==> config.mk <==
export PLATFORM = sky130hd
export DESIGN_NAME = detect_event_logger
export DESIGN_NICKNAME = d
export VERILOG_FILES = /design/src/rtl/detect_event_logger.sv
export SDC_FILE = /design/constraint.sdc
export NUM_CORES = 1
export LEC_CHECK = 0
export CAP_MARGIN = 0
export CORE_ASPECT_RATIO = 1.2
export CORE_MARGIN = 1.5
export CORE_UTILIZATION = 44
export DETAILED_ROUTE_END_ITERATION = 12
export GPL_TIMING_DRIVEN = 0
export HOLD_SLACK_MARGIN = 0.08
export SLEW_MARGIN = 30
export SYNTH_ARGS = -nofsm -noshare
export SYNTH_HDL_FRONTEND = slang
export SYNTH_SLANG_ARGS = --single-unit
==> constraint.sdc <==
create_clock -name clk_i -period 7.9 [get_ports clk_i]
set_input_delay 1.58 -clock clk_i [delete_from_list [all_inputs] [get_ports clk_i]]
set_output_delay 1.58 -clock clk_i [all_outputs]
set_load 0.01 [all_outputs]
==> src/rtl/detect_event_logger.sv <==
// Timestamps upstream detections into a small show-ahead FIFO with a saturating event count.
// Optional macro DETECT_EDGE_EN logs only the rising edge of a held detect.
module detect_event_logger #(
    parameter int unsigned TS_W  = 16,
    parameter int unsigned DEPTH = 4,
    parameter int unsigned CNT_W = 8
) (
    input  logic             clk_i,
    input  logic             reset_i,
    input  logic             en_i,
    input  logic             detect_i,
    input  logic             rd_en_i,
    output logic             rd_valid_o,
    output logic [TS_W-1:0]  rd_ts_o,
    output logic [CNT_W-1:0] evt_count_o,
    output logic             full_o,
    output logic             overflow_o
);
    localparam int unsigned AW = $clog2(DEPTH);

    logic [TS_W-1:0]  mem_q [DEPTH];
    logic [AW-1:0]    wr_ptr_q, wr_ptr_d;
    logic [AW-1:0]    rd_ptr_q, rd_ptr_d;
    logic [AW:0]      occ_q, occ_d;
    logic [TS_W-1:0]  ts_q, ts_d;
    logic [CNT_W-1:0] cnt_q, cnt_d;
    logic             ovf_q, ovf_d;
    logic             evt, empty, full, pop, push;

`ifdef DETECT_EDGE_EN
    logic det_q;

    always_ff @(posedge clk_i or posedge reset_i) begin
        if (reset_i) begin
            det_q <= 1'b0;
        end else begin
            det_q <= detect_i;
        end
    end

    assign evt = en_i & detect_i & ~det_q;
`else
    assign evt = en_i & detect_i;
`endif

    assign empty = (occ_q == '0);
    assign full  = (occ_q == (AW+1)'(DEPTH));
    assign pop   = rd_en_i & ~empty;
    // A full FIFO still accepts a push when the head leaves on the same edge.
    assign push  = evt & (~full | pop);

    always_comb begin
        ts_d     = ts_q;
        cnt_d    = cnt_q;
        ovf_d    = ovf_q;
        wr_ptr_d = wr_ptr_q;
        rd_ptr_d = rd_ptr_q;
        occ_d    = occ_q;
        if (en_i) begin
            ts_d = ts_q + TS_W'(1);
        end
        if (evt && (cnt_q != {CNT_W{1'b1}})) begin
            cnt_d = cnt_q + CNT_W'(1);
        end
        if (evt && !push) begin
            ovf_d = 1'b1;
        end
        if (push) begin
            wr_ptr_d = wr_ptr_q + AW'(1);
        end
        if (pop) begin
            rd_ptr_d = rd_ptr_q + AW'(1);
        end
        occ_d = occ_q + (AW+1)'(push) - (AW+1)'(pop);
    end

    always_ff @(posedge clk_i or posedge reset_i) begin
        if (reset_i) begin
            ts_q     <= '0;
            cnt_q    <= '0;
            ovf_q    <= 1'b0;
            wr_ptr_q <= '0;
            rd_ptr_q <= '0;
            occ_q    <= '0;
            for (int i = 0; i < DEPTH; i++) begin
                mem_q[i] <= '0;
            end
        end else begin
            ts_q     <= ts_d;
            cnt_q    <= cnt_d;
            ovf_q    <= ovf_d;
            wr_ptr_q <= wr_ptr_d;
            rd_ptr_q <= rd_ptr_d;
            occ_q    <= occ_d;
            if (push) begin
                mem_q[wr_ptr_q] <= ts_q;
            end
        end
    end

    assign rd_valid_o  = ~empty;
    assign full_o      = full;
    assign rd_ts_o     = mem_q[rd_ptr_q];
    assign evt_count_o = cnt_q;
    assign overflow_o  = ovf_q;

endmodule

### Word level (Yosys, flattened, before mapping)

Index checks and enable logic that the tools add are counted.

| storage, ports and cells | value |
|---|---|
| register bits | 96 |
| bits of input ports | 5 |

| cells by class | value |
|---|---|
| add/sub/neg operators | 6 |
| magnitude comparators | 3 |
| equality and inequality tests | 2 |
| muxes and demuxes | 6 |
| bitwise logic cells | 8 |
| reduce and logical (&&, ||, !) cells | 5 |

Operator list:

| cell | count |
|---|---|
| $bwmux 64 | 1 |
| $mux 16 | 3 |
| $bmux 16 s2 | 1 |
| $demux 16 s2 | 1 |
| $add 16x1->16 const B | 1 |
| $add 8x1->8 const B | 1 |
| $ne 8x8->1 const B | 1 |
| $ge 3x3->1 const B | 2 |
| $not 2->3 | 2 |
| $add 2x1->2 const B | 2 |
| $add 3x1->3 | 1 |
| $and 1x1->1 | 3 |
| $eq 3x3->1 const B | 1 |
| $logic_and 1x1->1 | 3 |
| $logic_not 3->1 | 1 |
| $lt 3x1->1 const B | 1 |
| $sub 3x1->3 | 1 |
| $not 1->1 | 2 |
| $logic_not 1->1 | 1 |
| $or 1x1->1 | 1 |

### Depth between registers and ports, before layout

| depth | value |
|---|---|
| depth after elaboration | 7 |
| gate-level depth with buffers | 10 |

### Worst setup path before layout

OpenSTA, ideal clock, no wires.

| timing | value |
|---|---|
| kind | input -> register |
| from | in en_i |
| to | reg occ_q[2] |
| library setup time | 0.123 ns |
| arrival | 3.174 ns |
| data required time | 7.777 ns |
| slack | 4.603 ns |
| cell stages on the path | 10 |
| buffers on the path | 1 |
| path through | buf_4 nand2_2 nor2_1 inv_1 ha_1 inv_1 ha_1 fa_1 xnor2_1 xnor2_1 |

| between the ends | value |
|---|---|
| longest elaborated chain between the ends | 4 |

RTL lines:

| what | RTL line | text |
|---|---|---|
| from (decl) | 10 | `input logic en_i,` |
| $and 1x1->1 | 43 | `assign evt = en_i & detect_i;` |
| $and 1x1->1 | 50 | `assign push = evt & (~full \| pop);` |
| $add 3x1->3 | 74 | `occ_d = occ_q + (AW+1)'(push) - (AW+1)'(pop);` |
| $sub 3x1->3 | 74 |  |
| named net occ_d[2] | 24 | `logic [AW:0] occ_q, occ_d;` |
| to (signal assigned) | 84 | `occ_q <= '0;` |
| to (signal assigned) | 94 | `occ_q <= occ_d;` |
| to (decl) | 24 |  |

The timed path passes the listed nets, and every way through them passes these cells.
A chain may end at the register's enable or synchronous reset.

### Worst setup path after layout

| timing | value |
|---|---|
| from | reg rd_ptr_q[1] |
| to | out rd_ts_o[1] |

| between the ends | value |
|---|---|
| longest elaborated chain between the ends | 4 |

RTL lines:

| what | RTL line | text |
|---|---|---|
| from (decl) | 23 | `logic [AW-1:0] rd_ptr_q, rd_ptr_d;` |
| from (signal assigned) | 93 | `rd_ptr_q <= rd_ptr_d;` |
| $not 2->3 (implied by the code) | 103 | `assign rd_ts_o = mem_q[rd_ptr_q];` |
| $bmux 16 s2 | 103 |  |
| $mux 16 (implied by the code) (2 in a row) | 103 |  |
| to (decl) | 14 | `output logic [TS_W-1:0] rd_ts_o,` |

No other way between the ends. The select of a mux whose other input is x is not followed.

==> flow_summary.yaml <==
run:
  drv_cap: 0
detailed_routing:
  antenna_violating_nets_post_route: 0
  avg_wl_per_cell_um: 17.2
  first_iter_violations: 81
  vias_per_cell: 5.20
  vias: 2415
  drt_pass1_iterations: 3
  detail_route.wirelength_mm: 7.97
  drc: 0
synth:
  register_area_share_after_synthesis_pct: 55.1
  synthesis.area_per_instance_um2: 14.8
  synth_fp_nets: 308
  syn_area_um2: 4360
  synth_enable_flop_cells: 0
  synth.lib_cells_used.distinct: 36
  synth-main-ff-cell: "dfrtp_1"
  yosys_register_bits: 96
  syn_inst: 294
  ys_top_cells_by_area: "dfrtp_1 55%, mux2_2 18%, mux4_2 8.3%"
  synth.yosys.warnings: 0
  library_cell_with_the_largest_summed_area_after_synthesis: "dfrtp_1"
  netlist.area_leader.share_pct: 55.1
  async_flop_share_pct: 100
critical_path:
  worst_setup_path_start_kind: "flop"
  worst-path-max-fanout: 10
  critPathArrivalTime_ns: 2.57
  worstPathRequired_ns: 6.32
  worst_setup_path_end_kind: "primary output"
  path_class: "flop to primary output"
clock_network:
  clkSinkCount: 96
  clock_latency_ns: 0.34
  cts_buffer_depth: 2
  clk_pin_slew_worst_paths_ns: 0.06
  cts_hold_buffers: 0
  cts-root-buf: "clkbuf_16"
  post-cts-setup-buffers: 0
  number_of_cts_inserted_buffers: 9
  number_of_instances_resized_during_post_cts_repair: 0
  max_h_tree_level: 3
  cts_tree: "yes"
cells_and_area:
  drive_gt1_share_pct: 34.9
  nFillCells: 831
  final_net_count: 350
  flow.area_growth_from_synthesis_pct: 18.9
  fin_util_pct: 54.2
  n_antenna_cell: 0
grt:
  number_of_global_route_vias_before_repair: 2563
  antenna_found_initial: 0
  pin_count_of_the_biggest_net_entering_global_routing: 58
  grt_use_total_pct: 17.2
  grt.overflow.total: 0
  first_pass_grt_wire_length_mm: 13.5
min_path:
  timing.hold.worst.class: "flop to flop"
sta:
  min_period_over_period_pct: 52.5
  report.final.setup_viol: 0
  finalCriticalPeriod_ns: 4.15
  slew-limit-headroom_pct: 49.3
  tns_ns: 0
  report.final.slew_viol_count: 0
  grt_setup_unrepaired: "false"
  worst-slew-pin-transition_ns: 0.757
  final-hold-violation-count: 0
  final_hold_slack_ns: 0.463
  clock-skew-final_ns: 0.00351
  fmax_mhz: 241
die:
  die_w_um: 93.9
  core.rowCount: 39
  initial_util_pct: 45.6
  boundaryPins: 32
  die_height_um: 112
  core_um2: 9560
  dieArea_um2: 10500
power:
  vdd_ir_drop_max_uv: 159
  fin_total_pwr_uw: 1720
  power.leakage_uw: 0.00235
  pd_cells_nw_per_um2: 333
outcome:
  run_status: "finished, final reports clean"
placed_design:
  place_congestion: 0.725
  dp.final_hpwl_mm: 5.30
  port_buffers: 30
-- report_power, final --
group	switching [µW]	internal [µW]	total, µW
logic	227	304	531
registers	91.0	609	699
clock network	185	308	493
-- per-stage QoR --
| step | area, µm² | setup slack, ns | instances |
|---|---|---|---|
| after floorplan | 4360 | 3.81 | 294 |
| after global placement | 4810 | 2.28 | 447 |
| after detailed placement | 4850 | 4.00 | 448 |
| after CTS | 5180 | 3.67 | 464 |
| after global routing | 5180 | 3.54 | 464 |
| final | 5180 | 3.75 | 464 |
-- final cells by class --
type	count	area [µm²]	area share, %
Sequential cell	96	2400	46.4
Multi-Input combinational cell	176	1840	35.4
Timing Repair Buffer	31	328	6.33
Clock buffer	10	229	4.42
Tap cell	123	154	2.97
Clock inverter	6	108	2.08
Buffer	15	95.1	1.83
Inverter	7	31.3	0.604
-- registers in the layout, summed over array words and instances, names as in the netlist --
name	cells
occ_q	3
wr_ptr_q	2
evt_count_o	8
ts_q	16
overflow_o	1
mem_q	64
rd_ptr_q	2
-- synthesized netlist by cell type, types with 2 or more instances --
library cell / count
dfrtp_1: 96
buf_2: 2
nor3_1: 4
buf_6: 3
ha_1: 8
buf_1: 3
nor4_1: 4
and3_1: 3
nor2_1: 6
clkbuf_1: 5
nand3_1: 2
mux4_2: 16
xnor2_1: 11
nand2_1: 12
mux2_2: 70
nor3b_2: 4
inv_1: 7
xor2_1: 12
nand4_1: 8
and2_1: 2
-- layout by cell type (no fill, tap or decap), types with 2 or more instances in the layout --
cell type and instances:
and2_1 2, and3_1 3, buf_1 3, buf_2 2, buf_6 3, bufinv_16 3, clkbuf_1 6, clkbuf_16 9
clkdlybuf4s50_1 30, clkinv_2 2, dfrtp_1 96, ha_1 8, inv_1 6, mux2_2 70, mux4_2 16, nand2_1 12
nand3_1 2, nand4_1 8, nor2_1 6, nor3_1 4, nor3b_2 4, nor4_1 4, xnor2_1 11, xor2_1 12
-- path summary, 6_finish.rpt --
check,from,to,slack (ns),cells after the start
worst max-delay path,rd_ptr_q[1],rd_ts_o[1],3.75,4
worst min-delay path,overflow_o,overflow_o,0.46,1
worst max register to register,occ_q[0],occ_q[2],5.55,9
worst min register to register,overflow_o,overflow_o,0.46,1
max in group asynchronous,reset_i,mem_q[56],5.71,3
min in group asynchronous,reset_i,occ_q[0],1.61,2
-- cell families after synthesis --
kind of cell	Yosys count	synth area share [%]
flip-flops	96	55.1
XOR/XNOR	23	4.62
multiplexers	86	26.3
AND/OR/NAND/NOR	51	7.20
adder cells (fa/ha/maj)	9	2.76
AO/OA/AOI/OAI	7	1.18
buffers and inverters	22	2.78
-- metal layers --
metal / GRT usage [%] / routed length, µm
met1: 24.0 / 3870
met5: 0 / 0
met4: 7.36 / 163
met3: 4.13 / 198
met2: 25.7 / 3740
-- worst max-delay path: stages, from the launching register on --
cell             delay, ns
dfrtp_1               0.32
clkbuf_1              0.37
clkbuf_1              0.61
mux4_2                0.43
clkdlybuf4s50_1       0.49
No activity file was read; power rests on OpenSTA's default activity.
